===== src/rtl/fifo_ctrl.sv =====
// Control side of an 8 x 12 FIFO memory: owns the write/read pointers and strobes,
// tracks occupancy, decodes status flags, and aligns a valid strobe to the memory's registered q.
module fifo_ctrl #(
  parameter int DATA_WIDTH = 12,
  parameter int ADDR_WIDTH = 3,
  parameter int AF_THRESH  = 6,
  parameter int AE_THRESH  = 2
) (
  input  logic                  clk,
  input  logic                  reset,
  input  logic                  push,
  input  logic                  pop,
  input  logic [DATA_WIDTH-1:0] data_in,
  output logic [DATA_WIDTH-1:0] data,
  output logic [ADDR_WIDTH-1:0] wr_ptr,
  output logic [ADDR_WIDTH-1:0] rd_ptr,
  output logic                  write,
  output logic                  read,
  output logic [ADDR_WIDTH:0]   count,
  output logic                  full,
  output logic                  empty,
  output logic                  almost_full,
  output logic                  almost_empty,
  output logic                  valid_out,
  output logic                  error
);

  localparam int                DEPTH   = 2 ** ADDR_WIDTH;
  localparam logic [ADDR_WIDTH:0] C_DEPTH = (ADDR_WIDTH + 1)'(DEPTH);
  localparam logic [ADDR_WIDTH:0] C_AF    = (ADDR_WIDTH + 1)'(AF_THRESH);
  localparam logic [ADDR_WIDTH:0] C_AE    = (ADDR_WIDTH + 1)'(AE_THRESH);

  logic [ADDR_WIDTH-1:0] r_wr_ptr;
  logic [ADDR_WIDTH-1:0] r_rd_ptr;
  logic [ADDR_WIDTH:0]   r_count;
  logic                  r_valid;
  logic                  r_error;

  logic w_full;
  logic w_empty;
  logic w_write;
  logic w_read;
  logic w_reject;

  // Handshake: push/pop are requests sampled every cycle; a request is accepted
  // (write/read high) only when there is room/data and reset is low. There is
  // no bypass, and a full FIFO with push+pop accepts only the pop.
  assign w_full   = (r_count == C_DEPTH);
  assign w_empty  = (r_count == '0);
  assign w_write  = push & ~w_full & ~reset;
  assign w_read   = pop & ~w_empty & ~reset;
  assign w_reject = (push & w_full) | (pop & w_empty);

  // Pointers wrap naturally because DEPTH is a power of two.
  always_ff @(posedge clk or posedge reset) begin
    if (reset) begin
      r_wr_ptr <= '0;
      r_rd_ptr <= '0;
      r_count  <= '0;
      r_valid  <= 1'b0;
      r_error  <= 1'b0;
    end else begin
      if (w_write) r_wr_ptr <= r_wr_ptr + 1'b1;
      if (w_read)  r_rd_ptr <= r_rd_ptr + 1'b1;
      case ({w_write, w_read})
        2'b10:   r_count <= r_count + 1'b1;
        2'b01:   r_count <= r_count - 1'b1;
        default: r_count <= r_count;
      endcase
      r_valid <= w_read;
      if (w_reject) r_error <= 1'b1;
    end
  end

  assign data         = data_in;
  assign wr_ptr       = r_wr_ptr;
  assign rd_ptr       = r_rd_ptr;
  assign write        = w_write;
  assign read         = w_read;
  assign count        = r_count;
  assign full         = w_full;
  assign empty        = w_empty;
  assign almost_full  = (r_count >= C_AF);
  assign almost_empty = (r_count <= C_AE);
  assign valid_out    = r_valid;
  assign error        = r_error;

endmodule


===== config.mk =====
export PLATFORM = sky130hd
export DESIGN_NAME = fifo_ctrl
export DESIGN_NICKNAME = d
export VERILOG_FILES = /design/src/rtl/fifo_ctrl.sv
export SDC_FILE = /design/constraint.sdc
export NUM_CORES = 1
export LEC_CHECK = 0
export ABC_AREA = 1
export CAP_MARGIN = 20
export CORE_MARGIN = 2
export CORE_UTILIZATION = 40
export DETAILED_ROUTE_END_ITERATION = 12
export DONT_BUFFER_PORTS = 1
export MAX_ROUTING_LAYER = met4
export PLACE_DENSITY_LB_ADDON = 0.1
export SYNTH_ARGS = -nofsm -noshare
export SYNTH_HDL_FRONTEND = slang
export SYNTH_SLANG_ARGS = --single-unit

===== constraint.sdc =====
create_clock -name clk -period 2.5 [get_ports clk]
set_clock_uncertainty 0.2 [all_clocks]
set_input_delay 0.375 -clock clk [delete_from_list [all_inputs] [get_ports clk]]
set_output_delay 0.375 -clock clk [all_outputs]
set_load 0.05 [all_outputs]

### Yosys cells after proc, flatten, opt, wreduce, memory -nomap -nowiden

Index checks and enable logic that the tools add are counted.
W data, S select, Z words.

| word-level totals | value |
|---|---|
| output and inout port bits | 30 |
| word-level logic and storage cells | 27 |
| input bits | 16 |
| register bits after elaboration | 12 |

| operators by class | value |
|---|---|
| add/sub/neg operators | 4 |
| reduce and logical (&&, ||, !) cells | 2 |
| bitwise gates (word level) | 10 |
| magnitude comparators | 2 |
| equal/unequal tests | 3 |
| mux-type cells | 1 |

Operators by type and width:

| cell | count |
|---|---|
| $pmux W4 S2 | 1 |
| $add A3 B1 Y3 const B | 2 |
| $and A1 B1 Y1 | 6 |
| $add A4 B1 Y4 const B | 1 |
| $eq A4 B4 Y1 const B | 1 |
| $ge A4 B3 Y1 const B | 1 |
| $le A4 B2 Y1 const B | 1 |
| $logic_not A4 Y1 | 1 |
| $sub A4 B1 Y4 const B | 1 |
| $not A1 Y1 | 3 |
| $eq A2 B1 Y1 const B | 1 |
| $eq A2 B2 Y1 const B | 1 |
| $reduce_bool A2 Y1 | 1 |
| $or A1 B1 Y1 | 1 |

### Depth between registers and ports, before layout

| depth | value |
|---|---|
| depth after elaboration | 6 |
| mapped depth | 12 |
| depth with buffers taken out | 12 |

### Worst setup path before layout

No wires, ideal clock.

| timing | value |
|---|---|
| kind | reg2reg |
| start | reg r_count[3] (netlist: count[3]) |
| end | reg r_count[3] (netlist: count[3]) |
| setup time | 0.118 ns |
| buffers on the path | 0 |
| cell stages (with the launch flop) | 12 |
| path slack | -0.090 ns |
| arrival time | 2.272 ns |
| required time | 2.182 ns |
| clock period less this slack | 2.590 ns |
| path through | dfrtp_1 -> nor2_1 -> nand2_2 -> nand3_2 -> inv_2 -> ha_1 -> ha_1 -> or2_2 -> nand2_1 -> nand2_1 -> nand3_1 -> nand2_1 |

| between the ends | value |
|---|---|
| word-level cells in the longest chain between the ends | 6 |
| elaborated cells between the ends (all ways) | 14 |
| classes of those cells | add/sub (2); eq/ne (3); mux (1); bitwise (6); reduce/logical (2) |

RTL lines:

| item | line | text |
|---|---|---|
| start, declared | 35 | `logic [ADDR_WIDTH:0] r_count;` |
| start signal, assigned | 66 | `2'b10: r_count <= r_count + 1'b1;` |
| start signal, assigned | 67 | `2'b01: r_count <= r_count - 1'b1;` |
| start signal, assigned | 68 | `default: r_count <= r_count;` |
| $logic_not A4 Y1 (*) | 49 | `assign w_empty = (r_count == '0);` |
| $not A1 Y1 (*) | 51 | `assign w_read = pop & ~w_empty & ~reset;` |
| $and A1 B1 Y1 (*) (2 in a row) | 51 |  |
| named net read | 18 | `output logic read,` |
| $eq A2 B1 Y1 / $eq A2 B2 Y1 (equally long branches) | 65 | `case ({w_write, w_read})` |
| $pmux W4 S2 / $reduce_bool A2 Y1 (equally long branches) | n/a |  |

The timed path passes the listed nets; every way through them passes the cells marked *.
A chain may end at the register's enable or synchronous reset.

### Worst setup path after layout

| timing | value |
|---|---|
| start | in reset |
| end | reg r_count[3] (netlist: count[3]) |

| between the ends | value |
|---|---|
| word-level cells in the longest chain between the ends | 4 |
| elaborated cells between the ends (all ways) | 7 |
| classes of those cells | eq/ne (2); mux (1); bitwise (3); reduce/logical (1) |

RTL lines:

| item | line | text |
|---|---|---|
| start, declared | 10 | `input logic reset,` |
| $not A1 Y1 (*) | 50, 51 |  |
| $and A1 B1 Y1 (on tied branches) | 51, 50 |  |
| $eq A2 B1 Y1 / $eq A2 B2 Y1 (equally long branches) | 65 |  |
| $pmux W4 S2 / $reduce_bool A2 Y1 (equally long branches) | n/a |  |

Every way passes the cells marked *; elsewhere a longest branch is shown, timed or not.

==> results.yml <==
worst_setup_path:
  reg2reg_depth: 11
  worst_ep_arrival_time_ps: 2290
  critPathKind: "in2reg"
  r2r_start: "count[3]$_DFFE_PP0P_"
  rr_endpoint: "count[3]$_DFFE_PP0P_"
  rrSetupSlack_ps: 280
  cpMostUsedCell: "nand2_1"
  critPathCaptureType: "flip-flop"
  cp_cell_sequence: "dlygate4sd3_1 > inv_2 > nand3_2 > ha_1 > ha_1 > or2_2 > nand2_1 > nand2_1 > nand3_1 > nand2_1"
  cp.required_ps: 2470
  slowest_delay_ps: 540
  critPathLaunchType: "input pin"
  cp_slowest_cell: "dlygate4sd3_1"
  cp_max_fo: 5
timing:
  holdWs_ps: 33.8
  clock.fmax_mhz: 432
  fin_crit_sh_pct: 92.5
  min_period_ps: 2310
  finalMaxSlewViolations: 0
  slew-limit-headroom_pct: 63.4
  rsz0062_at_grt: "no"
  finalHoldViolCount: 0
  finalSetupViolations: 0
  worst_pin_slew_ps: 549
place:
  place_inst: 113
  port_buffers: 0
  dpl-instance-area_sq_um: 782
  gp_congestion: 0.779
  dpl.hpwl_microns: 1190
grt:
  grt_util_all_layers_pct: 14.9
  grt_pass1_vias: 487
  grt_max_degree: 9
  grt_pass1_wl_microns: 2170
  antenna_found_initial: 0
  grt_overflow_total: 0
hold_path:
  min_to: "error$_DFFE_PP0P_"
  hp-class: "in2reg"
  min_delay_path_depth: 2
  hold_start: "push"
finish:
  nFillCells: 181
  postLayoutCoreUtil_pct: 46.5
  drive_gt1_share_pct: 24.7
  nets: 116
  finalNonFillerCells: 118
  stdcell_area_sq_um: 828
  insertedDiodeCount: 0
  area_delta_synth_final_pct: 6.60
  seq_area_sq_um: 304
  multi_input_area_sq_um: 330
synth:
  synthAdderAreaFrac_pct: 10.6
  async_flop_share_pct: 100
  synth_top_family_by_area: "simple AND/OR/NAND/NOR gates"
  synthesis.area_sq_um: 777
  synth_compound_area_share_pct: 3.22
  syn_avg_cell_area_sq_um: 8.45
  ys_ff_latch: 12
  synth_xor_area_share_pct: 5.64
  yosysSeqAreaShare_pct: 38.6
  syn_inst: 92
  ys_types: 19
  syn-num-nets: 114
  synth_ff_type: "dfrtp_1"
  yosys.area_share.simple_pct: 23.0
  synth-edff-count: 0
  yosysWarnings: 0
  synth_mux_area_share_pct: 0
power_and_ir_drop:
  p_per_area_mw_per_mm2: 1680
  leakage_nw: 0.454
  ir_drop_v: 0.000602
clock_network:
  root_buffer: "clkbuf_4"
  tritoncts: "yes"
  numCtsBuffers: 3
  clkTransAtPathRegs_ps: 80
  htree_levels: 1
  clockBufferDepth: 2
  insertion_delay_ps: 280
  cts_setup_buffers: 0
  clock-sinks: 12
drt:
  drt_iter0_markers: 9
  drt_wl_total_microns: 1460
  viasPerCell: 4.58
  wl_per_cell_microns: 12.4
  dr_total_vias: 541
  drt_pre_antenna_iters: 4
  drc: 0
  antenna_left: 0
die:
  ioPinCount: 46
  initial_core_util_pct: 43.6
  coreArea_sq_mm: 0.00178
  core.rowCount: 15
  chipHeight_microns: 48.1
  die_area_sq_mm: 0.00231
  die_w_microns: 48.1
run_status:
  status: "complete, no violations"
flow_run:
  cap_violations: 0
[flip-flops by register name (all words and copies together) (netlist names)]
register	count
count	4
rd_ptr	3
wr_ptr	3
error	1
valid_out	1
[power by group]
| part | switching, mW | internal (mW) |
|---|---|---|
| Combinational | 0.486 | 0.208 |
| Sequential | 0.259 | 0.277 |
| Clock | 0.0693 | 0.0886 |
[cells by family after synthesis]
kind of cell    count (synthesis)
flops                          12
compound gates                  5
xor+xnor                        5
simple gates                   37
buf+inv                        27
fa+ha+maj                       6
[critical path, delay by kind of cell]
family / cells / cell delay [ps]
simple gates: 6 / 650
buf+inv: 2 / 650
fa+ha+maj: 2 / 590
[stage by stage]
step / TNS, ps / power, mW / setup slack (ps)
global placement: 0 / 1.23 / 283
floorplan: -17.7 / 1.13 / -17.7
CTS: 0 / 1.41 / 107
finish: 0 / 1.39 / 187
detailed placement: 0 / 1.24 / 279
global route: 0 / 1.49 / 55.7
[Yosys cell counts (2+ instances only)]
cell type / number / area, sq um
buf_4: 12 / 90.1
o21ai_0: 4 / 20.0
ha_1: 5 / 62.6
nand4_1: 3 / 18.8
nand2_1: 23 / 86.3
nor2_1: 2 / 7.51
nand3_2: 3 / 30.0
nand3_1: 2 / 10.0
xor2_1: 3 / 26.3
xnor2_1: 2 / 17.5
dfrtp_1: 12 / 300
inv_1: 14 / 52.6
[final cells by class]
| cell class | count | area share [%] |
|---|---|---|
| Multi-Input combinational cell | 53 | 39.9 |
| Inverter | 15 | 6.80 |
| Timing Repair Buffer | 9 | 8.46 |
| Clock buffer | 4 | 4.38 |
| Sequential cell | 12 | 36.7 |
| Tap cell | 25 | 3.78 |
[metal layers]
| layer | track usage [%] | vias to the layer above | part of all wire (%) |
|---|---|---|---|
| met4 | 8.65 | 0 | 1.7 |
| met2 | 22.9 | 18 | 49 |
| met5 | - | - | 0 |
| met1 | 16.6 | 243 | 42 |
| met3 | 4.91 | 2 | 7.9 |
| li1 | - | 278 | - |
[what timing repair did]
action,in CTS,in global routing
endpoints found under the hold margin,12,0
setup endpoints to repair,0,2
gates resized for setup,0,1
hold buffers,1,0
[placed cells by master (no fill, tap or decap), types with 2 or more instances in the layout]
cell type | synthesis | final
nand4_1 | 3 | 3
dfrtp_1 | 12 | 9
nand2_1 | 23 | 23
buf_4 | 12 | 8
nand3_1 | 2 | 2
xnor2_1 | 2 | 2
nand3_2 | 3 | 3
inv_2 | 1 | 2
ha_1 | 5 | 5
nor2_1 | 2 | 2
o21ai_0 | 4 | 3
inv_1 | 14 | 13
dfrtp_2 | 0 | 3
clkbuf_4 | 0 | 3
xor2_1 | 3 | 3
o21ai_1 | 1 | 2
[worst max path at each step]
stage,start,to,slack [ps],cells after the start
3_5_place_dp,count[3]$_DFFE_PP0P_,count[3]$_DFFE_PP0P_,280,11
5_1_grt,reset,count[2]$_DFFE_PP0P_,60,9
3_3_place_gp,count[3]$_DFFE_PP0P_,count[3]$_DFFE_PP0P_,280,11
2_1_floorplan,count[1]$_DFFE_PP0P_,count[3]$_DFFE_PP0P_,-20,11
6_report,reset,count[3]$_DFFE_PP0P_,190,10
4_1_cts,reset,count[3]$_DFFE_PP0P_,110,10
No activity file was read; power rests on OpenSTA's default activity.
